===== src/rtl/micro_seq_pkg.sv =====
// rtl/micro_seq_pkg.sv - shared opcode encodings for the micro sequencer
//
// Purpose: single home for the sequencer opcode width and encodings so the
//          sequencer, its bus interface and any microcode tooling agree.
// Ports:   none (package).

package micro_seq_pkg;

    localparam int OP_W = 4;

    // Encodings 12..15 are reserved and decode as OP_CONT.
    typedef enum logic [OP_W-1:0] {
        OP_CONT  = 4'd0,
        OP_JMP   = 4'd1,
        OP_CJMP  = 4'd2,
        OP_CALL  = 4'd3,
        OP_CCALL = 4'd4,
        OP_RET   = 4'd5,
        OP_CRET  = 4'd6,
        OP_LDCNT = 4'd7,
        OP_LOOP  = 4'd8,
        OP_CASE  = 4'd9,
        OP_PUSH  = 4'd10,
        OP_RPT   = 4'd11
    } op_e;

endpackage


===== src/rtl/micro_sequencer_if.sv =====
// rtl/micro_sequencer_if.sv - microword-to-sequencer bus with master/slave views
//
// Purpose: bundles the fields the microword pipeline register presents to the
//          sequencer together with the sequencer's address and status outputs.
// Ports:   master - microword side: drives op, branch_addr, case_bits,
//                   cond_in, cond_sel, cond_pol, hold; reads uaddr,
//                   stack_ovf, stack_unf, cnt_zero.
//          slave  - sequencer side: the mirror image of master.

interface micro_sequencer_if #(
    parameter int ADDR_W = 11,
    parameter int COND_W = 8
) ();
    import micro_seq_pkg::*;

    localparam int SEL_W = (COND_W > 1) ? $clog2(COND_W) : 1;

    logic [OP_W-1:0]   op;
    logic [ADDR_W-1:0] branch_addr;
    logic [3:0]        case_bits;
    logic [COND_W-1:0] cond_in;
    logic [SEL_W-1:0]  cond_sel;
    logic              cond_pol;
    logic              hold;
    logic [ADDR_W-1:0] uaddr;
    logic              stack_ovf;
    logic              stack_unf;
    logic              cnt_zero;

    modport master (
        output op, branch_addr, case_bits, cond_in, cond_sel, cond_pol, hold,
        input  uaddr, stack_ovf, stack_unf, cnt_zero
    );

    modport slave (
        input  op, branch_addr, case_bits, cond_in, cond_sel, cond_pol, hold,
        output uaddr, stack_ovf, stack_unf, cnt_zero
    );

endinterface


===== src/rtl/micro_stack.sv =====
// rtl/micro_stack.sv - return-address LIFO for the micro sequencer
//
// Purpose: STACK_DEPTH-entry LIFO. A push when full and a pop when empty are
//          ignored; the caller is responsible for flagging them.
// Ports:   clock, reset (async, active-high) - clocking; reset empties the stack
//          push_i, data_i                    - push data_i on the rising edge
//          pop_i                             - discard the top entry
//          top_o                             - current top entry (invalid when empty)
//          full_o, empty_o                   - occupancy status

module micro_stack #(
    parameter int ADDR_W      = 11,
    parameter int STACK_DEPTH = 4
) (
    input  logic              clock,
    input  logic              reset,
    input  logic              push_i,
    input  logic              pop_i,
    input  logic [ADDR_W-1:0] data_i,
    output logic [ADDR_W-1:0] top_o,
    output logic              full_o,
    output logic              empty_o
);

    localparam int PTR_W = $clog2(STACK_DEPTH + 1);
    localparam int IDX_W = (STACK_DEPTH > 1) ? $clog2(STACK_DEPTH) : 1;
    localparam logic [PTR_W-1:0] PTR_ONE  = PTR_W'(1);
    localparam logic [PTR_W-1:0] PTR_FULL = PTR_W'(STACK_DEPTH);

    logic [PTR_W-1:0]  depth_q, depth_d;
    logic [ADDR_W-1:0] mem_q [STACK_DEPTH];
    logic              wr_en;
    logic [IDX_W-1:0]  wr_idx;
    logic [IDX_W-1:0]  top_idx;

    assign full_o  = (depth_q == PTR_FULL);
    assign empty_o = (depth_q == '0);
    assign wr_en   = push_i && !full_o;
    assign wr_idx  = IDX_W'(depth_q);
    assign top_idx = IDX_W'(depth_q - PTR_ONE);
    assign top_o   = mem_q[top_idx];

    always_comb begin
        depth_d = depth_q;
        if (wr_en) begin
            depth_d = depth_q + PTR_ONE;
        end else if (pop_i && !empty_o) begin
            depth_d = depth_q - PTR_ONE;
        end
    end

    always_ff @(posedge clock or posedge reset) begin
        if (reset) begin
            depth_q <= '0;
        end else begin
            depth_q <= depth_d;
        end
    end

    // Entry contents need no reset: an empty stack is never read as valid.
    always_ff @(posedge clock) begin
        if (wr_en) begin
            mem_q[wr_idx] <= data_i;
        end
    end

endmodule


===== src/rtl/micro_sequencer.sv =====
// rtl/micro_sequencer.sv - microprogram address sequencer
//
// Purpose: computes the next microcode ROM address combinationally from the
//          current microword's sequencer op, with call/return stack, loop
//          counter, condition test and CASE dispatch.
// Ports:   clock, reset (async, active-high)
//          bus (slave) - op, branch_addr, case_bits, cond_in, cond_sel,
//                        cond_pol, hold in; uaddr, stack_ovf, stack_unf,
//                        cnt_zero out.

module micro_sequencer
    import micro_seq_pkg::*;
#(
    parameter int ADDR_W      = 11,
    parameter int STACK_DEPTH = 4,
    parameter int COND_W      = 8,
    parameter int CNT_W       = 8
) (
    input  logic               clock,
    input  logic               reset,
    micro_sequencer_if.slave   bus
);

    localparam logic [ADDR_W-1:0] ADDR_ONE = ADDR_W'(1);
    localparam logic [CNT_W-1:0]  CNT_ONE  = CNT_W'(1);

    logic [ADDR_W-1:0] addr_q, addr_d;
    logic [CNT_W-1:0]  cnt_q, cnt_d;
    logic              start_q, start_d;
    logic              ovf_q, ovf_d;
    logic              unf_q, unf_d;

    logic [ADDR_W-1:0] upc;
    logic [ADDR_W-1:0] uaddr_d;
    logic              cond;
    logic              cnt_nz;
    logic              push, pop;
    logic [ADDR_W-1:0] stk_top;
    logic              stk_full, stk_empty;

    micro_stack #(
        .ADDR_W      (ADDR_W),
        .STACK_DEPTH (STACK_DEPTH)
    ) u_stack (
        .clock   (clock),
        .reset   (reset),
        .push_i  (push),
        .pop_i   (pop),
        .data_i  (upc),
        .top_o   (stk_top),
        .full_o  (stk_full),
        .empty_o (stk_empty)
    );

    assign upc    = addr_q + ADDR_ONE;
    assign cond   = bus.cond_in[bus.cond_sel] ^ bus.cond_pol;
    assign cnt_nz = (cnt_q != '0);

    always_comb begin
        uaddr_d = upc;
        addr_d  = addr_q;
        cnt_d   = cnt_q;
        start_d = start_q;
        ovf_d   = ovf_q;
        unf_d   = unf_q;
        push    = 1'b0;
        pop     = 1'b0;

        if (reset) begin
            uaddr_d = '0;
        end else if (bus.hold) begin
            uaddr_d = addr_q;
        end else if (start_q) begin
            // First cycle out of reset: nothing valid has been fetched yet,
            // so the pipeline op is ignored and address 0 is issued.
            uaddr_d = '0;
            start_d = 1'b0;
        end else begin
            case (bus.op)
                OP_JMP: uaddr_d = bus.branch_addr;
                OP_CJMP: begin
                    if (cond) uaddr_d = bus.branch_addr;
                end
                OP_CALL, OP_CCALL: begin
                    if (bus.op == OP_CALL || cond) begin
                        push    = 1'b1;
                        uaddr_d = bus.branch_addr;
                        if (stk_full) ovf_d = 1'b1;
                    end
                end
                OP_RET, OP_CRET: begin
                    if (bus.op == OP_RET || cond) begin
                        pop = 1'b1;
                        if (stk_empty) unf_d = 1'b1;
                        else           uaddr_d = stk_top;
                    end
                end
                OP_LDCNT: cnt_d = bus.branch_addr[CNT_W-1:0];
                OP_LOOP: begin
                    if (cnt_nz) begin
                        cnt_d   = cnt_q - CNT_ONE;
                        uaddr_d = bus.branch_addr;
                    end
                end
                OP_CASE: uaddr_d = {bus.branch_addr[ADDR_W-1:4],
                                    bus.branch_addr[3:0] | bus.case_bits};
                OP_PUSH: begin
                    push = 1'b1;
                    if (stk_full) ovf_d = 1'b1;
                end
                OP_RPT: begin
                    // Repeat back to the loop head left on the stack by PUSH;
                    // the head is popped only when the count is exhausted.
                    if (cnt_nz) begin
                        cnt_d = cnt_q - CNT_ONE;
                        if (stk_empty) unf_d = 1'b1;
                        else           uaddr_d = stk_top;
                    end else begin
                        pop = 1'b1;
                        if (stk_empty) unf_d = 1'b1;
                    end
                end
                default: ;
            endcase
        end

        addr_d = uaddr_d;
    end

    always_ff @(posedge clock or posedge reset) begin
        if (reset) begin
            addr_q  <= '0;
            cnt_q   <= '0;
            start_q <= 1'b1;
            ovf_q   <= 1'b0;
            unf_q   <= 1'b0;
        end else begin
            addr_q  <= addr_d;
            cnt_q   <= cnt_d;
            start_q <= start_d;
            ovf_q   <= ovf_d;
            unf_q   <= unf_d;
        end
    end

    assign bus.uaddr     = uaddr_d;
    assign bus.stack_ovf = ovf_q;
    assign bus.stack_unf = unf_q;
    assign bus.cnt_zero  = !cnt_nz;

endmodule


===== src/flat_wrapper.sv =====
// flat-port wrapper written by rule: the top's interface ports become plain ports
module micro_sequencer_flat import micro_seq_pkg::*;
#(
    parameter int ADDR_W      = 11,
    parameter int STACK_DEPTH = 4,
    parameter int COND_W      = 8,
    parameter int CNT_W       = 8
)
  (clock, reset, bus_op, bus_branch_addr, bus_case_bits, bus_cond_in, bus_cond_sel, bus_cond_pol, bus_hold, bus_uaddr, bus_stack_ovf, bus_stack_unf, bus_cnt_zero);
  micro_sequencer_if #(.ADDR_W(ADDR_W), .COND_W(COND_W)) bus_i ();
  input  logic clock;
  input  logic reset;
  input wire logic [$bits(bus_i.op)-1:0] bus_op;
  input wire logic [$bits(bus_i.branch_addr)-1:0] bus_branch_addr;
  input wire logic [$bits(bus_i.case_bits)-1:0] bus_case_bits;
  input wire logic [$bits(bus_i.cond_in)-1:0] bus_cond_in;
  input wire logic [$bits(bus_i.cond_sel)-1:0] bus_cond_sel;
  input wire logic [$bits(bus_i.cond_pol)-1:0] bus_cond_pol;
  input wire logic [$bits(bus_i.hold)-1:0] bus_hold;
  output wire logic [$bits(bus_i.uaddr)-1:0] bus_uaddr;
  output wire logic [$bits(bus_i.stack_ovf)-1:0] bus_stack_ovf;
  output wire logic [$bits(bus_i.stack_unf)-1:0] bus_stack_unf;
  output wire logic [$bits(bus_i.cnt_zero)-1:0] bus_cnt_zero;
  assign bus_i.op = bus_op;
  assign bus_i.branch_addr = bus_branch_addr;
  assign bus_i.case_bits = bus_case_bits;
  assign bus_i.cond_in = bus_cond_in;
  assign bus_i.cond_sel = bus_cond_sel;
  assign bus_i.cond_pol = bus_cond_pol;
  assign bus_i.hold = bus_hold;
  assign bus_uaddr = bus_i.uaddr;
  assign bus_stack_ovf = bus_i.stack_ovf;
  assign bus_stack_unf = bus_i.stack_unf;
  assign bus_cnt_zero = bus_i.cnt_zero;
  micro_sequencer #(.ADDR_W(ADDR_W), .STACK_DEPTH(STACK_DEPTH), .COND_W(COND_W), .CNT_W(CNT_W)) u_core (.clock(clock), .reset(reset), .bus(bus_i));
endmodule

===== config.mk =====
export PLATFORM = sky130hd
export DESIGN_NAME = micro_sequencer_flat
export DESIGN_NICKNAME = d
export VERILOG_FILES = /design/src/rtl/micro_seq_pkg.sv /design/src/rtl/micro_sequencer_if.sv /design/src/rtl/micro_stack.sv /design/src/rtl/micro_sequencer.sv /design/src/flat_wrapper.sv
export SDC_FILE = /design/constraint.sdc
export NUM_CORES = 1
export LEC_CHECK = 0
export BUFFER_PORTS_ARGS = -buffer_cell sky130_fd_sc_hd__buf_2
export CORE_MARGIN = 5
export CORE_UTILIZATION = 39
export DETAILED_ROUTE_END_ITERATION = 16
export GPL_ROUTABILITY_DRIVEN = 0
export PLACE_DENSITY = 0.54
export SLEW_MARGIN = 0
export SYNTH_ARGS = -nofsm -noshare
export SYNTH_HDL_FRONTEND = slang
export SYNTH_SLANG_ARGS = --single-unit
export TNS_END_PERCENT = 100

===== constraint.sdc =====
create_clock -name clock -period 4.3 [get_ports clock]
set_clock_uncertainty 0.15 [all_clocks]
set_input_delay 0.645 -clock clock [delete_from_list [all_inputs] [get_ports clock]]
set_output_delay 0.645 -clock clock [all_outputs]
set_load 0.02 [all_outputs]

-- Word level (Yosys, flattened, before mapping)
Memories as Yosys holds them, arrays and structs flattened.
Cells that the tools add are included.
- bitwise gates (word level): 5
- mux-type cells: 35
- equal/unequal tests: 15
- add/sub/neg operators: 4
- $lt $le $gt $ge: 1
- reduce and logical (&&, ||, !) cells: 20
- operators with widths (kind ; number):
    $mux W11 ; 9
    $pmux W11 S7 ; 1
    $eq A4 B3 Y1 const B ; 4
    $eq A4 B4 Y1 const B ; 4
    $mux W1 ; 16
    $pmux W8 S2 ; 1
    $reduce_and A5 Y1 ; 3
    $add A11 B1 Y11 const B ; 1
    $eq A4 B2 Y1 const B ; 2
    $mux W8 ; 1
    $pmux W1 S2 ; 4
    $reduce_bool A2 Y1 ; 4
    $reduce_bool A8 Y1 ; 1
    $sub A8 B1 Y8 const B ; 1
    $mux W3 ; 2
    $ne A2 B1 Y1 const B ; 3
    $reduce_or A2 Y1 ; 3
    $eq A4 B1 Y1 const B ; 1
    $lt A3 B4 Y1 const B ; 1
    $or A4 B4 Y4 ; 1
    $add A3 B1 Y3 const B ; 1
    $bmux W1 S3 ; 1
    $eq A3 B3 Y1 const B ; 1
    $logic_not A1 Y1 ; 3
    other kinds (7) ; 11
- RAM bits: 44
- logic and storage cells: 87
- memories: 1
- bits in registers: 25
- output and inout bits: 14
- memory list (memory ; words ; bits a word ; rd ports ; clocked after Yosys merged registers in ; write ports ; RTL line ; RTL):
    u_core.u_stack.mem_q ; 4 ; 11 ; 1 ; 0 ; 1 ; micro_stack.sv:31 ; logic [ADDR_W-1:0] mem_q [STACK_DEPTH];

-- Longest topological paths before layout
Gate-level depths: netlist of the first run.
- depth in word-level cells: 12
- mapped depth: 9
- depth with buffers taken out: 9

-- Cells and area by module
From an unflattened synthesis of the first run, not the netlist that was laid out.
- cell total of the unflattened synthesis: 395
- area, all modules: 4250.3 sq um
- by module, submodules not included (module ; cells each ; seq. area each (sq um) ; area an instance (sq um) ; times used):
    micro_sequencer ; 306 ; 551.8 ; 2351.0 ; 1
    micro_stack ; 89 ; 1396.3 ; 1899.3 ; 1

-- Least setup slack after synthesis of the first run
No wires, ideal clock.
- path kind: reg2out
- start point: register u_core.u_stack.depth_q[0]
- end point: output bus_uaddr[9]
- path buffers: 2
- required time: 3505 ps
- stages on the path, launching flop included: 8
- setup slack: 692 ps
- arrival: 2813 ps
- cell sequence: dfrtp_1 > clkbuf_1 > inv_1 > ha_1 > clkbuf_1 > mux4_2 > a22oi_1 > a311oi_1
- cells in the longest elaborated chain, start to end: 8
- ends and longest elaborated chain (element ; RTL line ; RTL):
    start: declaration ; micro_stack.sv:30 ; logic [PTR_W-1:0] depth_q, depth_d;
    start signal: assignment ; micro_stack.sv:56 ; depth_q <= depth_d;
    $sub A3 B1 Y3 ; -- ;
    $mem_v2 Z4 W11 ; -- ;
    $mux W11 * ; micro_sequencer.sv:94, micro_sequencer.sv:116 ;
    $mux W11 (on tied branches) ; micro_sequencer.sv:114, micro_sequencer.sv:92 ;
    $pmux W11 S7 * ; micro_sequencer.sv:79 ; case (bus.op)
    $mux W11 * ; micro_sequencer.sv:73 ; end else if (start_q) begin
    $mux W11 * ; micro_sequencer.sv:71 ; end else if (bus.hold) begin
    $mux W11 * ; micro_sequencer.sv:69 ; if (reset) begin
    end: declaration ; flat_wrapper.sv:20 ; output wire logic [$bits(bus_i.uaddr)-1:0] bus_uaddr;
Mark *: on every way between the ends. The rest lies on a longest branch, timed or not.

-- Worst setup path after layout of the first run
- start point: register u_core.cnt_q[0]
- end point: output bus_uaddr[2]
- cells in the longest elaborated chain, start to end: 6
- ends and longest elaborated chain (element ; RTL line ; RTL):
    start: declaration ; micro_sequencer.sv:28 ; logic [CNT_W-1:0] cnt_q, cnt_d;
    start signal: assignment ; micro_sequencer.sv:139 ; cnt_q <= cnt_d;
    $reduce_bool A8 Y1 * ; micro_sequencer.sv:57 ; assign cnt_nz = (cnt_q != '0);
    $mux W11 (on tied branches) ; micro_sequencer.sv:114, micro_sequencer.sv:100 ;
    $pmux W11 S7 * ; micro_sequencer.sv:79 ;
    $mux W11 * ; micro_sequencer.sv:73 ;
    $mux W11 * ; micro_sequencer.sv:71 ;
    $mux W11 * ; micro_sequencer.sv:69 ;
Marked as above.

==> summary.md, run 1 <==
| Metric | Value |
|---|---|
| Status | `complete, no violations` |
| Tmin final | `3.96 ns` |
| Synthesis-to-finish area growth | `16.4%` |
| Post-synthesis sequential area ratio | `about half` |
| CTS-repair resized insts | `0` |
| HPWL after DPL | `6950 um` |
| Post-Syn Area | `3800 sq um` |
| Max-Cap Viols | `0` |
| CTS tree | `yes` |
| Worst EP arrival | `3.17 ns` |
| Total GRT Usage | `17.7%` |
| Non-Filler Instances | `about 520` |
| Fmax | `approximately 250 MHz` |
| Core ar. | `9640 sq um` |
| Synth Instances | `334` |
| Worst endpoint required time | `3.50 ns` |
| Post-synth top area share | `34.8%` |
| Worst R2R End | `u_core.cnt_q[7]` |
| Final WL | `9840 um` |
| Number of synthesized flops with an enable pin | `44` |
| First-pass GRT wire length | `15,600 um` |
| Reg clk slew, reported paths | `0.08 ns` |
| Nets@finish | `426` |
| VDD IR max | `0.274 mV` |
| Antenna Nets Post-Route | `0` |
| Mux share of post-synthesis cell area | `a little under a tenth` |
| Die ar. | `11,800 sq um` |
| HP Class | `input pin to async pin` |
| Largest family of logic cells by synthesized area | `compound AO/OA/AOI/OAI gates` |
| Hold Worst Slack | `0.303 ns` |
| Post-synth cell types | `60` |
| WS Path Type | `flip-flop to output port` |
| Die extent in y | `109 um` |
| Clk sink count | `69` |
| Asr flop ratio synth | `36.2%` |
| H-tree depth | `3` |
| Layout cells sized above 1 | `25.9%` |
| Post-DR vias/cell | `around 5.6` |
| DP Cell Count | `507` |
| Reg2reg path depth | `8` |
| Flops & latches, synth | `between 60 and 70` |
| Initial antenna violation count | `0` |
| DRT Pass-1 Iters | `4` |
| Gr ovfl total | `0` |
| Wire per inst | `18.8 um` |
| Starting density of the core | `about two fifths` |
| Most frequent cells after synthesis | `edfxtp_1, nor2_1, dfrtp_1` |
| Vias in the first global route | `~2,800` |
| Row count | `36` |
| RSZ-0062 raised after global routing | `no` |
| Top cells by area, synth | `edfxtp_1, dfrtp_1, mux4_2, nor2_1, a21oi_1` |
| Final hold violations | `0` |
| Die Span X | `109 um` |
| R2R Setup Slk | `1.42 ns` |
| Top-count cell post-synth | `edfxtp_1` |
| Synthesized area per cell | `11.4 sq um` |
| PD cells | `473 nW/um^2` |
| TritonCTS Buffers | `9` |
| Crit-path max FO | `10` |
| Number of diodes | `0` |
| Largest net degree at the start of global routing | `26` |
| FILL cells | `951` |
| Number of hold buffers added after CTS | `0` |
| Final setup vio count | `0` |
| Number of DRC markers in iteration 0 | `134` |
| Main synth FF type | `edfxtp_1` |
| Num ports | `48` |
| Compound-Gate Fraction of Synth Area | `18.7%` |
| Clk Tree Root Cell | `clkbuf_8` |
| Setup total negative slack | `0 ns` |
| Worst slew margin | `44.9%` |
| Max-slew violations | `0` |
| Pleak | `roughly 1.7 nW` |
| Vias | `2,922` |
| Simple-gate share of the synthesized area | `11.5%` |
| Drt drc | `0` |
| XOR/XNOR share of the synthesized area | `roughly 3.2%` |
| Post-Synth Adder-Cell Area | `2.31%` |
| Setup bufs post-CTS | `0` |
| Final period util | `92.1%` |
| Area leader, netlist | `edfxtp_1` |
| Warnings from Yosys | `0` |
| IO Port Bufs | `between 40 and 50` |
| Clock buffer depth | `2` |
| Worst Tran Pin Value | `0.827 ns` |
| Worst-Skew Late Latency | `between 0.3 and 0.4 ns` |
| CP endpoint kind | `output port` |
| CP startpoint kind | `flip-flop` |
| Synthesized net count | `375` |
| Launch point of the worst reg-to-reg path | `u_core.cnt_q[0]` |
| Power Total | `around 2.1 mW` |
cells by family (layout without fill, tap and decap cells):
| kind of cell | count (synthesis) | count (layout) |
|---|---|---|
| buffers and inverters | 35 | 91 |
| AO/OA/AOI/OAI | 101 | 101 |
| adder cells (fa/ha/maj) | 7 | 7 |
| AND/OR/NAND/NOR | 91 | 91 |
| flip-flops | 69 | 69 |
| XOR/XNOR | 13 | 13 |
| multiplexers | 18 | 18 |
critical path, cell delays in order (launching register included):
cell	delay, ns
dfrtp_1	0.40
inv_1	0.08
ha_1	0.20
nor4b_2	0.36
nand2_1	0.26
a31oi_1	0.24
o22a_1	0.45
o21ai_0	0.15
a311oi_1	0.43
buf_2	0.25
layout by cell type, fill, tap and decap left out, types with 4 or more instances in the layout:
master    synthesis  layout
o211ai_1         13      13
and3_1            6       6
o21ai_0          17      17
buf_2             1      47
edfxtp_1         44      44
a21oi_1          21      21
nor3_1            8       8
mux4_2           12      12
buf_4             0      10
ha_1              7       7
xnor2_1           9       9
a31oi_1           6       6
clkbuf_8          0      10
a22oi_1           7       7
nand2_1          22      22
inv_1            18      18
a311oi_1          4       4
or3_1             4       4
nor2_1           31      31
o22a_1            4       4
dfrtp_1          24      24
nand3_1           4       4
area by class of cell:
| cell class | instances | area (sq um) | area share [%] |
|---|---|---|---|
| Inverter | 18 | 67.6 | 1.53 |
| Tap cell | 133 | 166 | 3.77 |
| Clock buffer | 10 | 138 | 3.11 |
| Timing Repair Buffer | 57 | 310 | 7.02 |
| Multi-Input combinational cell | 230 | 1720 | 38.9 |
| Sequential cell | 69 | 1950 | 44.1 |
| Clock inverter | 6 | 68.8 | 1.56 |
metal layers:
metal	up-vias	wire, um	part of all wire (%)	track usage [%]
li1	1387	-	-	-
met1	1452	4390	45	23.8
met2	74	4810	49	28.8
met3	9	541	5.5	4.20
met4	0	93	0.95	4.60
met5	-	0	0	0
flip-flops by register name (all words and copies together), names as in the netlist:
signal,cells
u_core.start_q,1
u_core.u_stack.depth_q,3
u_core.bus.stack_ovf,1
u_core.addr_q,11
u_core.u_stack.mem_q,44
u_core.cnt_q,8
u_core.bus.stack_unf,1
worst max-delay path by stage:
stage / from / to / slack [ns] / depth (start not counted)
finish: u_core.cnt_q[0] / bus_uaddr[2] / 0.34 / 9
global route: u_core.cnt_q[0] / bus_uaddr[1] / 0.09 / 9
CTS: u_core.cnt_q[0] / bus_uaddr[1] / 0.14 / 9
detailed placement: bus_cond_sel[0] / bus_uaddr[9] / 0.40 / 8
global placement: bus_cond_sel[0] / bus_uaddr[9] / 0.47 / 8
floorplan: u_core.u_stack.depth_q[0] / bus_uaddr[9] / 0.69 / 7
per-stage QoR:
stage	instance area [sq um]	setup slack [ns]	utilization, %
2_1_floorplan	3800	0.692	-
3_3_place_gp	4210	0.465	43.6
3_5_place_dp	4210	0.405	43.6
4_1_cts	4410	0.143	45.8
5_1_grt	4420	0.0852	45.8
6_report	4420	0.338	45.8
power by group:
group	switching, mW	total (mW)	internal, mW
Combinational	0.384	0.680	0.296
Sequential	0.0622	0.856	0.794
Clock	0.264	0.552	0.289
Total	0.710	2.09	1.38
Power figures use the tool's default switching activity.
==> run 2, diff against run 1 <==
--- a/config.mk
+++ b/config.mk
@@ -7,10 +7,10 @@
 export LEC_CHECK = 0
 export BUFFER_PORTS_ARGS = -buffer_cell sky130_fd_sc_hd__buf_2
 export CORE_MARGIN = 5
-export CORE_UTILIZATION = 39
+export CORE_UTILIZATION = 55
 export DETAILED_ROUTE_END_ITERATION = 16
 export GPL_ROUTABILITY_DRIVEN = 0
-export PLACE_DENSITY = 0.54
+export PLACE_DENSITY_LB_ADDON = 0.08
 export SLEW_MARGIN = 0
 export SYNTH_ARGS = -nofsm -noshare
 export SYNTH_HDL_FRONTEND = slang
==> run 2 against run 1 <==
Hold slack lost 0.012 ns. Sequential cell count did not move. Via count fell by 0.44%. Count of clock-buffer cells in the layout decreased by 1. Register-to-register slack worse by 0.03 ns. Worst setup slack improved by 0.0081 ns. Sequential power hardly changed. Critical path depth is 1 higher. Final cell count decreased by 10%. Wire length down 6.5%. Critical endpoint is now bus_uaddr[4].
==> summary.md, run 2 (synthesis results as in run 1) <==
| Metric | Value |
|---|---|
| Status | `complete, no violations` |
| Starting density of the core | `56.2%` |
| Commonest cells after routing, fill and taps aside | `buf_2, edfxtp_1, nor2_1` |
| Initial antenna violation count | `1` |
| Crit-path max FO | `10` |
| HPWL after DPL | `6450 um` |
| CP endpoint kind | `output port` |
| H-tree depth | `3` |
| Pleak | `1.68 nW` |
| Num ports | `between 40 and 50` |
| Launch point of the worst reg-to-reg path | `u_core.cnt_q[0]` |
| Met2 WL | `4460 um` |
| Non-Filler Instances | `469` |
| Worst-Skew Late Latency | `between 0.3 and 0.4 ns` |
| Layout cells sized above 1 | `25.7%` |
| CP startpoint kind | `flip-flop` |
| Clock buffer depth | `2` |
| Row count | `30` |
| Vias in the first global route | `2,881` |
| Total GRT Usage | `about 22%` |
| Final hold violations | `0` |
| WS Path Type | `flip-flop to output port` |
| Max-slew violations | `0` |
| Wire per inst | `between 15 and 20 um` |
| Setup total negative slack | `0 ns` |
| Max-Cap Viols | `0` |
| Number of diodes | `0` |
| Worst slew margin | `44.8%` |
| Drt drc | `0` |
| Reg clk slew, reported paths | `0.08 ns` |
| Clk sink count | `69` |
| Die extent in y | `93.1 um` |
| Worst endpoint required time | `3.50 ns` |
| Final period util | `92.0%` |
| Final Instance Area | `4310 sq um` |
| Leading cell type in the layout, fill and taps excluded | `buf_2` |
| Largest Register | `u_core.u_stack.mem_q` |
| IO Port Bufs | `47` |
| DRT Pass-1 Iters | `5` |
| Power Total | `just under 2 mW` |
| Worst Tran Pin Value | `0.829 ns` |
| Final setup vio count | `0` |
| Synthesis-to-finish area growth | `13.6%` |
| Met3 wire len | `588 um` |
| Vias | `2,909` |
| Number of hold buffers added after CTS | `0` |
| M1 WL | `3970 um` |
| Crit path cell chain | `inv_1, ha_1, or4b_2, o21ai_0, a221o_1, o31ai_4, buf_4, a221oi_1, o211ai_1, buf_2` |
| Core ar. | `6760 sq um` |
| HP Class | `input pin to async pin` |
| Post-place setup slack | `0.422 ns` |
| Die ar. | `8660 sq um` |
| Worst setup margin | `0.346 ns` |
| Worst EP arrival | `3.16 ns` |
| Die Span X | `93.1 um` |
| Number of flip-flops in the largest register | `44` |
| CP max stage delay | `0.66 ns` |
| VDD IR max | `between 0.3 and 0.4 mV` |
| Antenna Nets Post-Route | `0` |
| Reg2reg path depth | `9` |
| Highest metal used | `met5` |
| Final WL | `9200 um` |
| Nets@finish | `425` |
| DP Cell Count | `453` |
| Largest net degree at the start of global routing | `26` |
| Number of DRC markers in iteration 0 | `~240` |
| Gr ovfl total | `0` |
| CP startpoint | `u_core.cnt_q[0]` |
| Post-DR vias/cell | `roughly 6.2` |
| Regs by FF count | `u_core.u_stack.mem_q (44), u_core.addr_q (11), u_core.cnt_q (8)` |
| Dpl cell area | `4130 sq um` |
| Clk Tree Root Cell | `clkbuf_8` |
| First-pass GRT wire length | `approximately 15,000 um` |
| TritonCTS Buffers | `9` |
| Critical-path top delay cell | `or4b_2` |
| Fmax | `253 MHz` |
| CTS tree | `yes` |
| PD cells | `~460 nW/um^2` |
| RSZ-0062 raised after global routing | `no` |
| Tmin final | `3.95 ns` |
-- run 2: cell types whose count changed in the layout (fill, tap and decap cells not counted) --
cell / change
clkinv_2: +1
buf_4: -1
clkbuf_8: -1
clkinvlp_4: +2
clkinv_4: +1
inv_6: -2
bufinv_16: -1
-- run 2: what timing repair did --
action,in CTS,in global routing
buffers inserted,0,0
endpoints found under the setup margin,0,3
resized for setup,0,1
-- run 2: path summary, 6_finish.rpt --
path                                        end  slack (ns)
max in group asynchronous        u_core.start_q        3.41
setup / recovery                   bus_uaddr[4]        0.35
setup reg to reg               u_core.addr_q[4]        1.39
hold reg to reg            u_core.bus.stack_unf        0.32
min in group clock         u_core.bus.stack_unf        0.32
hold / removal                u_core.addr_q[10]        0.29
-- run 2: stage by stage --
stage	utilization (%)	hold slack [ns]
3_3_place_gp	61.2	0.300
2_1_floorplan	-	0.299
3_5_place_dp	61.2	0.306
4_1_cts	63.7	0.286
5_1_grt	63.8	0.332
6_report	63.8	0.290
-- run 2: where the power goes --
group	switching (mW)	total, mW	internal [mW]
clock	0.264	0.474	0.210
sequential	0.0610	0.855	0.794
combinational	0.368	0.654	0.286
total	0.694	1.98	1.29
-- run 2: routing by layer --
layer | up-vias | global-route usage [%]
met5 | - | 0
met4 | 2 | 8.79
met3 | 25 | 5.71
met2 | 102 | 35.2
met1 | 1399 | 30.0
li1 | 1381 | -
-- run 2: cell type report --
cell class | instances | area [sq um]
clock inverter | 7 | 50.0
timing repair buffer | 56 | 303
inverter | 18 | 67.6
tap | 80 | 100
multi-input combinational | 230 | 1720
fill | 539 | 2440
sequential | 69 | 1950
clock buffer | 9 | 124
-- run 2: worst max-delay path, delay by kind of cell (launching register included) --
family / cells / cell delay (ns)
DFF: 1 / 0.39
AOI/OAI and AO/OA: 5 / 1.07
and+or+nand+nor: 1 / 0.66
buffers and inverters: 3 / 0.48
adders and majority gates: 1 / 0.21
==> run 3, diff against run 2 <==
--- a/config.mk
+++ b/config.mk
@@ -10,7 +10,7 @@
 export CORE_UTILIZATION = 55
 export DETAILED_ROUTE_END_ITERATION = 16
 export GPL_ROUTABILITY_DRIVEN = 0
-export PLACE_DENSITY_LB_ADDON = 0.08
+export PLACE_DENSITY_LB_ADDON = 0.25
 export SLEW_MARGIN = 0
 export SYNTH_ARGS = -nofsm -noshare
 export SYNTH_HDL_FRONTEND = slang
==> run 3 against run 2 <==
Worst setup slack worse by 0.0020 ns. Fmax is essentially flat. Register-to-register slack improved by 0.06 ns. Design area rose by 0.20%. Largest power group unchanged.
==> summary.md, run 3 (synthesis results as in run 1) <==
| Metric | Value |
|---|---|
| Vias in the first global route | `2,898` |
| HPWL after DPL | `approximately 6400 um` |
| Final hold violations | `0` |
| Die extent in y | `93.1 um` |
| Gr ovfl total | `0` |
| Crit-path max FO | `10` |
| VDD IR max | `0.296 mV` |
| Clk sink count | `69` |
| DRT Pass-1 Iters | `5` |
| Wire per inst | `19.6 um` |
| Max-Cap Viols | `0` |
| CP max stage delay | `around 0.6 ns` |
| Leading cell type in the layout, fill and taps excluded | `buf_2` |
| Total GRT Usage | `22.2%` |
| Fmax | `253 MHz` |
| Reg clk slew, reported paths | `0.08 ns` |
| Number of DRC markers in iteration 0 | `220` |
| Final WL | `9140 um` |
| Worst EP arrival | `3.16 ns` |
| Die Span X | `93.1 um` |
| Regs by FF count | `u_core.u_stack.mem_q (44), u_core.addr_q (11), u_core.cnt_q (8)` |
| Vias | `2,975` |
| Initial antenna violation count | `0` |
| Critical Path Most Common Cell | `buf_2` |
| Antenna Nets Post-Route | `0` |
| CTS tree | `yes` |
| First-pass GRT wire length | `14,700 um` |
| CP startpoint kind | `input pin` |
| Clk Tree Root Cell | `clkbuf_8` |
| Critical-path top delay cell | `mux4_1` |
| Setup total negative slack | `0 ns` |
| Final period util | `92.0%` |
| Pleak | `1.67 nW` |
| H-tree depth | `3` |
| Final setup vio count | `0` |
| Setup bufs post-CTS | `0` |
| Max-slew violations | `0` |
| Worst endpoint required time | `3.50 ns` |
| RSZ-0062 raised after global routing | `no` |
| Number of flip-flops in the largest register | `44` |
| PD cells | `~470 nW/um^2` |
| IO Port Bufs | `between 40 and 50` |
| Largest net degree at the start of global routing | `26` |
| Num ports | `48` |
| HP Class | `input pin to async pin` |
| Nets@finish | `423` |
| Post-DR vias/cell | `6.37` |
| Drt drc | `0` |
| Final core occ | `approximately 64%` |
| Clock buffer depth | `2` |
| Worst Tran Pin Value | `0.796 ns` |
| Row count | `30` |
| TritonCTS Buffers | `9` |
| Die ar. | `8660 sq um` |
| WS Path Type | `input pin to output port` |
| Status | `complete, no violations` |
| Synthesis-to-finish area growth | `13.8%` |
| Number of hold buffers added after CTS | `0` |
| CP endpoint kind | `output port` |
| Number of diodes | `0` |
| Worst slew margin | `46.9%` |
| CTS-repair resized insts | `0` |
| Core ar. | `6760 sq um` |
| Largest Register | `u_core.u_stack.mem_q` |
| Tmin final | `3.96 ns` |
| Layout cells sized above 1 | `25.1%` |
| Worst-Skew Late Latency | `between 0.3 and 0.4 ns` |
| Crit path cell chain | `buf_2, mux4_1, mux2i_4, xnor2_2, o31ai_4, o21ai_1, a311oi_1, buf_2` |
| Commonest cells after routing, fill and taps aside | `buf_2, edfxtp_1, nor2_1` |
| Starting density of the core | `56.2%` |
run 3: critical path: cells and delay by family:
kind	cells	cell delay (ns)
xor gates and xnor gates	1	0.16
AOI/OAI and AO/OA	3	1.17
buffers and inverters	2	0.34
muxes	2	0.83
run 3: power breakdown:
group | internal (mW) | leakage (nW) | total (mW) | switching [mW]
sequential | 0.794 | 0.718 | 0.856 | 0.0627
combinational | 0.285 | 0.866 | 0.648 | 0.364
clock | 0.270 | 0.0899 | 0.531 | 0.262
run 3: routing by layer:
metal | up-vias | global-route usage, % | wire, um | part of all wire, %
met5 | - | 0 | 0 | 0
met4 | 0 | 8.06 | 115 | 1.3
met3 | 13 | 4.42 | 764 | 8.4
met2 | 139 | 36.8 | 4520 | 49
met1 | 1449 | 29.1 | 3740 | 41
li1 | 1374 | - | - | -
run 3: through the flow:
step,hold slack [ns],std cells,setup WS (ns),total power [mW],cell area [sq um]
global route,0.328,467,0.100,2.14,4320
finish,0.317,467,0.344,2.04,4320
CTS,0.311,467,0.225,2.05,4320
global placement,0.303,451,0.462,1.51,4120
floorplan,0.299,334,0.692,1.34,3800
detailed placement,0.302,451,0.388,1.52,4120
run 3: cell type report:
class | instances | area [sq um]
Fill cell | 529 | 2430
Sequential cell | 69 | 1950
Multi-Input combinational cell | 230 | 1720
Timing Repair Buffer | 54 | 288
Clock buffer | 9 | 124
Tap cell | 80 | 100
Clock inverter | 7 | 73.8
Inverter | 18 | 67.6
run 3: final timing paths:
path                       cells past startpoint  slack (ns)                  from                    to
max reg2reg                                    8        1.45       u_core.cnt_q[0]       u_core.cnt_q[7]
min reg2reg                                    1        0.32  u_core.bus.stack_unf  u_core.bus.stack_unf
min                                            3        0.32                 reset      u_core.addr_q[8]
max                                            8        0.34       bus_cond_sel[0]          bus_uaddr[2]
min in group clock                             1        0.32  u_core.bus.stack_unf  u_core.bus.stack_unf
max in group asynchronous                      3        3.38                 reset        u_core.start_q
